## config.mk

```make
export PLATFORM = sky130hd
export DESIGN_NAME = spi_slave
export DESIGN_NICKNAME = d
export VERILOG_FILES = /design/src/rtl/spi_slave_pkg.sv /design/src/rtl/sync_edge_detect.sv /design/src/rtl/spi_slave.sv
export SDC_FILE = /design/constraint.sdc
export NUM_CORES = 1
export LEC_CHECK = 0
export ABC_AREA = 1
export CELL_PAD_IN_SITES_DETAIL_PLACEMENT = 2
export CELL_PAD_IN_SITES_GLOBAL_PLACEMENT = 2
export CORE_AREA = 2 2 114 116
export DETAILED_ROUTE_END_ITERATION = 12
export DIE_AREA = 0 0 116 118
export PLACE_DENSITY = 0.84
export SLEW_MARGIN = 10
export SYNTH_ARGS = -nofsm -noshare
export SYNTH_HDL_FRONTEND = slang
export SYNTH_HIERARCHICAL = 1
export SYNTH_SLANG_ARGS = --single-unit
```

## constraint.sdc

```tcl
create_clock -name clk -period 2.3 [get_ports clk]
set_input_delay 0.46 -clock clk [delete_from_list [all_inputs] [get_ports clk]]
set_output_delay 0.46 -clock clk [all_outputs]
set_load 0.03 [all_outputs]
```

## src/rtl/spi_slave_pkg.sv

```systemverilog
// Shared definitions for the SPI responder: bus mode constants, the
// controller state encoding and the default word width.
package spi_slave_pkg;

  // Bus mode: SCK idles low, data is sampled on the rising edge,
  // and words travel MSB first.
  localparam logic CPOL      = 1'b0;
  localparam logic CPHA      = 1'b0;
  localparam logic MSB_FIRST = 1'b1;

  localparam int DEFAULT_DATA_BIT_WIDTH = 16;

  typedef enum logic [1:0] {
    ST_IDLE  = 2'd0,
    ST_SHIFT = 2'd1,
    ST_DONE  = 2'd2
  } spi_state_e;

endpackage

```

## src/rtl/sync_edge_detect.sv

```systemverilog
// Multi-flop synchronizer for one asynchronous pin, followed by a single
// delay flop used to report rising/falling edges of the synchronized level.
// Pin-to-edge-strobe latency is SYNC_STAGES clk cycles, so logic acting on
// the strobe responds SYNC_STAGES+1 clk after the pin changes.
module sync_edge_detect #(
  parameter int SYNC_STAGES = 2
) (
  input  logic clk,
  input  logic rst,
  input  logic D,
  output logic Q,
  output logic RISE,
  output logic FALL
);

  logic [SYNC_STAGES-1:0] sync_q;
  logic [SYNC_STAGES-1:0] sync_d;
  logic                   dly_q;

  // Stage 0 takes the raw pin; each following stage takes its predecessor.
  always_comb begin
    sync_d = {sync_q[SYNC_STAGES-2:0], D};
  end

  // Synchronizer chain plus the edge-detect delay flop.
  always_ff @(posedge clk or posedge rst) begin
    if (rst) begin
      sync_q <= '0;
      dly_q  <= 1'b0;
    end else begin
      sync_q <= sync_d;
      dly_q  <= sync_q[SYNC_STAGES-1];
    end
  end

  assign Q    = sync_q[SYNC_STAGES-1];
  assign RISE = Q & ~dly_q;
  assign FALL = ~Q & dly_q;

endmodule

```

## src/rtl/spi_slave.sv

```systemverilog
// SPI responder (mode 0, MSB first, active-high select).
// Oversamples SCK/SEL/MOSI on clk, exchanges one DATA_BIT_WIDTH word per
// select window and presents each complete received word with a one-cycle
// RX_VALID strobe.
// Build option: define SPI_SLAVE_OVERRUN_EN to add RX_ACK / RX_OVERRUN,
// which flag a received word that was overwritten before being acknowledged.
//
// Handshake: TX_LOAD is a one-cycle strobe with no back-pressure; it is
// always accepted and overwrites the tx buffer. RX_VALID is a one-cycle
// strobe with no ready; the fabric must capture RX_DATA (or, with the
// overrun option, acknowledge with RX_ACK) before the next word completes.
module spi_slave
  import spi_slave_pkg::*;
#(
  parameter int DATA_BIT_WIDTH = DEFAULT_DATA_BIT_WIDTH,
  parameter int SYNC_STAGES    = 2
) (
  input  logic                      clk,
  input  logic                      rst,
  input  logic                      SCK,
  input  logic                      SEL,
  input  logic                      MOSI,
  output logic                      MISO,
  input  logic [DATA_BIT_WIDTH-1:0] TX_DATA,
  input  logic                      TX_LOAD,
  output logic [DATA_BIT_WIDTH-1:0] RX_DATA,
  output logic                      RX_VALID,
`ifdef SPI_SLAVE_OVERRUN_EN
  input  logic                      RX_ACK,
  output logic                      RX_OVERRUN,
`endif
  output logic                      BUSY
);

  localparam int W     = DATA_BIT_WIDTH;
  // One extra bit so the count can reach W without wrapping.
  localparam int CNT_W = $clog2(W) + 1;
  localparam logic [CNT_W-1:0] CNT_FULL = CNT_W'(W);

  // Synchronized pin views
  logic sck_rise, sck_fall, unused_sck_level;
  logic sel_level, sel_rise, unused_sel_fall;
  logic mosi_level, unused_mosi_rise, unused_mosi_fall;

  sync_edge_detect #(.SYNC_STAGES(SYNC_STAGES)) u_sck_sync (
    .clk (clk),
    .rst (rst),
    .D   (SCK),
    .Q   (unused_sck_level),
    .RISE(sck_rise),
    .FALL(sck_fall)
  );

  sync_edge_detect #(.SYNC_STAGES(SYNC_STAGES)) u_sel_sync (
    .clk (clk),
    .rst (rst),
    .D   (SEL),
    .Q   (sel_level),
    .RISE(sel_rise),
    .FALL(unused_sel_fall)
  );

  sync_edge_detect #(.SYNC_STAGES(SYNC_STAGES)) u_mosi_sync (
    .clk (clk),
    .rst (rst),
    .D   (MOSI),
    .Q   (mosi_level),
    .RISE(unused_mosi_rise),
    .FALL(unused_mosi_fall)
  );

  // Controller state and datapath registers
  spi_state_e       state_q, state_d;
  logic [CNT_W-1:0] cnt_q, cnt_d;
  logic [W-1:0]     shift_tx_q, shift_tx_d;
  logic [W-1:0]     shift_rx_q, shift_rx_d;
  logic [W-1:0]     tx_buf_q, tx_buf_d;
  logic [W-1:0]     rx_data_q, rx_data_d;
  logic             rx_valid_q, rx_valid_d;
  logic             word_full;

  assign word_full = (cnt_q == CNT_FULL);

  // State register plus datapath registers, all cleared by async reset.
  always_ff @(posedge clk or posedge rst) begin
    if (rst) begin
      state_q    <= ST_IDLE;
      cnt_q      <= '0;
      shift_tx_q <= '0;
      shift_rx_q <= '0;
      tx_buf_q   <= '0;
      rx_data_q  <= '0;
      rx_valid_q <= 1'b0;
    end else begin
      state_q    <= state_d;
      cnt_q      <= cnt_d;
      shift_tx_q <= shift_tx_d;
      shift_rx_q <= shift_rx_d;
      tx_buf_q   <= tx_buf_d;
      rx_data_q  <= rx_data_d;
      rx_valid_q <= rx_valid_d;
    end
  end

  // Next-state logic. Exits test the synced SEL level so a deassertion is
  // never missed, even if it coincides with word completion.
  always_comb begin
    state_d = state_q;
    unique case (state_q)
      ST_IDLE: begin
        if (sel_rise) state_d = ST_SHIFT;
      end
      ST_SHIFT: begin
        if (word_full)       state_d = sel_level ? ST_DONE : ST_IDLE;
        else if (!sel_level) state_d = ST_IDLE;
      end
      ST_DONE: begin
        if (!sel_level) state_d = ST_IDLE;
      end
      default: state_d = ST_IDLE;
    endcase
  end

  // Datapath / output logic: buffer loads, shifting, word hand-off.
  always_comb begin
    cnt_d      = cnt_q;
    shift_tx_d = shift_tx_q;
    shift_rx_d = shift_rx_q;
    rx_data_d  = rx_data_q;
    rx_valid_d = 1'b0;
    tx_buf_d   = TX_LOAD ? TX_DATA : tx_buf_q;
    unique case (state_q)
      ST_IDLE: begin
        // A load in the same cycle as select detection goes straight out.
        if (sel_rise) begin
          shift_tx_d = TX_LOAD ? TX_DATA : tx_buf_q;
          cnt_d      = '0;
        end
      end
      ST_SHIFT: begin
        if (word_full) begin
          rx_data_d  = shift_rx_q;
          rx_valid_d = 1'b1;
        end else if (sel_level) begin
          if (sck_rise) begin
            shift_rx_d = {shift_rx_q[W-2:0], mosi_level};
            cnt_d      = cnt_q + 1'b1;
          end
          if (sck_fall) begin
            shift_tx_d = {shift_tx_q[W-2:0], 1'b0};
          end
        end
      end
      default: ;
    endcase
  end

  assign BUSY     = (state_q != ST_IDLE);
  assign MISO     = BUSY & shift_tx_q[W-1];
  assign RX_DATA  = rx_data_q;
  assign RX_VALID = rx_valid_q;

`ifdef SPI_SLAVE_OVERRUN_EN
  logic unacked_q, unacked_d;
  logic overrun_q, overrun_d;

  // Track whether the presented word was acknowledged before the next one.
  // An ack coinciding with RX_VALID covers the previous word only.
  always_comb begin
    unacked_d = unacked_q;
    overrun_d = overrun_q;
    if (rx_valid_q) begin
      unacked_d = 1'b1;
      if (RX_ACK)         overrun_d = 1'b0;
      else if (unacked_q) overrun_d = 1'b1;
    end else if (RX_ACK) begin
      unacked_d = 1'b0;
      overrun_d = 1'b0;
    end
  end

  // Overrun tracking registers.
  always_ff @(posedge clk or posedge rst) begin
    if (rst) begin
      unacked_q <= 1'b0;
      overrun_q <= 1'b0;
    end else begin
      unacked_q <= unacked_d;
      overrun_q <= overrun_d;
    end
  end

  assign RX_OVERRUN = overrun_q;
`endif

endmodule

```

==> metrics.txt <==
sum of net half-perimeters after detailed placement=6440 µm; Tcrit/Tclk final=92.0%; average instance area after synthesis=8.33 µm²; clock transition at the register clock pins on the worst setup and hold paths after CTS=0.06 ns; Routed wire per std cell=14.8 µm; Via density=4.51; netlist area before placement=3620 µm²; most common cell after layout, fill and taps aside=sky130_fd_sc_hd__nand2_1; type of the worst setup path=flip-flop to primary output; initial core utilization=29.2%; number of sinks handled by clock tree synthesis=80; combined global-route utilization of all metal layers=15.7%; Cell Pwr Density=776 nW/µm²; # DRC=0; post-route worst hold slack=0.352 ns; number of placement rows=41; maximum number of pins on one net before global-route repair=39; leading cell types in the layout, fill and taps excluded=sky130_fd_sc_hd__nand2_1 (195), sky130_fd_sc_hd__dfrtp_1 (80), sky130_fd_sc_hd__nand3_1 (53), sky130_fd_sc_hd__inv_1 (45), sky130_fd_sc_hd__clkdlybuf4s50_1 (40); wire length of the first global-routing pass=17,100 µm; Cells after DPL=636; TritonCTS clock tree=yes; # Max-Cap Violations=0; vias in the first global route=3,485; skew final=0.00839 ns; diode count=0; internal cell power=2.50 mW; Layout Nets=499; number of failing setup endpoints in the final timing report=0; Slowest-stage cell, CP=sky130_fd_sc_hd__clkdlybuf4s50_1; post-cts gate resize count=0; run status=complete, no violations; Mapped Cells=435; Flop pwr share=47.8%; RSZ-0062 raised after global routing=no; H-Tree Depth=3; Clk Latency, worst-skew pair=0.34 ns; number of antenna-violating nets in the routed design=0; Inserted Clock Buffers=9; total of fill cells in the finished design=1,434; standard cell core area=12,400 µm²; die footprint=13,700 µm²; total overflow reported by the global router=0; Worst Max-Slew Pin Slew=0.610 ns; crit end category=primary output; setup repair bufs after CTS=0; fraction of power consumed by the clock network=39.0%; Detailed Routing Iterations Pass 1=4; highest net fanout along the worst path=4; antenna violations before repair=0; Hold Buf Count CTS=0; minimum clock period after layout=2.12 ns; switching part of the total power=27.3%; top-level port count=41; 1st-iter DRT viols=103; Hold Path Class=flip-flop to flip-flop; share of post-route cells with drive strength above 1=7.31%; Die Span X=116 µm; leakage power figure=2.37 nW; slowest stage delay, CP=0.59 ns; count of final max-slew check failures=0; routability-driven placement congestion ratio=0.743; remaining max-slew budget at the tightest pin=59.2%; synth warn=6; WP data arrival=1.66 ns; input/output buffers=40; Final Hold Fails=0; area growth from synthesis to layout=22.1%; CP cell instances=nor2_2, nor2_1, clkdlybuf4s50_1; Crit path required time=1.84 ns; wirelength, routed=9650 µm; launching element type of the critical path=flip-flop; Root Buffer Master=sky130_fd_sc_hd__clkbuf_16; Via Count=2,936; part of the power in combinational logic=13.2%; fin cells=651; worst vdd ir=0.345 mV; Die Height=118 µm; net switching power=936 µW; net count after synthesis=459; clock tree buffer depth=2; Fmax achieved=473 MHz; final setup TNS=0 ns
[per-layer routing]
metal | track usage, % | vias to the layer above | routed length (µm)
met5 | 0 | - | 0
met4 | 3.94 | 0 | 97
met3 | 3.40 | 8 | 290
met2 | 27.8 | 46 | 5010
met1 | 19.3 | 1491 | 4260
li1 | - | 1391 | -
[cell type report]
cell class	instances	area, µm²	area share [%]
clock inverter	3	17.5	0.396
tap	172	215	4.86
multi-input combinational	290	1310	29.6
timing repair buffer	46	445	10.1
sequential	80	2000	45.2
inverter	48	180	4.07
clock buffer	12	256	5.80
[power by group through the flow]
stage	Clock [mW]	Sequential, mW	Combinational [mW]
2_1_floorplan	0	1.63	0.329
3_3_place_gp	0	1.65	0.429
3_5_place_dp	0	1.66	0.457
4_1_cts	1.38	1.64	0.466
5_1_grt	1.43	1.66	0.531
6_report	1.34	1.64	0.453
[critical path, delay by kind of cell (launching register included)]
kind,cells,cell delay [ns]
flops,1,0.42
simple gates,2,0.30
buf+inv,1,0.59
[worst paths after layout]
path | slack, ns | cells after the start | startpoint | end
max | 0.18 | 3 | state_q[0] | MISO
min | 0.35 | 0 | u_sck_sync/sync_q[0] | u_sck_sync/sync_q[1]
max reg2reg | 0.51 | 8 | state_q[1] | shift_tx_q[13]
min reg2reg | 0.35 | 0 | u_sck_sync/sync_q[0] | u_sck_sync/sync_q[1]
max in group asynchronous | 1.24 | 3 | rst | RX_DATA[10]
min in group asynchronous | 0.40 | 2 | rst | u_mosi_sync/sync_q[0]
[state kept, by name, indices dropped and copies added, names as in the netlist]
name	count
tx_buf_q	16
u_sck_sync/sync_q	2
state_q	2
u_sel_sync/dly_q	1
RX_DATA	16
shift_tx_q	16
u_mosi_sync/sync_q	2
RX_VALID	1
u_sel_sync/sync_q	2
cnt_q	5
shift_rx_q	16
u_sck_sync/dly_q	1
[per-stage QoR]
| step | area [µm²] | power [mW] | setup slack [ns] | util (%) |
|---|---|---|---|---|
| 6_report | 4420 | 3.43 | 0.185 | 35.6 |
| 3_3_place_gp | 4150 | 2.08 | 0.423 | 33.4 |
| 4_1_cts | 4420 | 3.49 | 0.153 | 35.6 |
| 3_5_place_dp | 4150 | 2.12 | 0.375 | 33.4 |
| 5_1_grt | 4420 | 3.62 | 0.0892 | 35.6 |
| 2_1_floorplan | 3620 | 1.96 | 0.0151 | - |
Power figures use the tool's default switching activity.
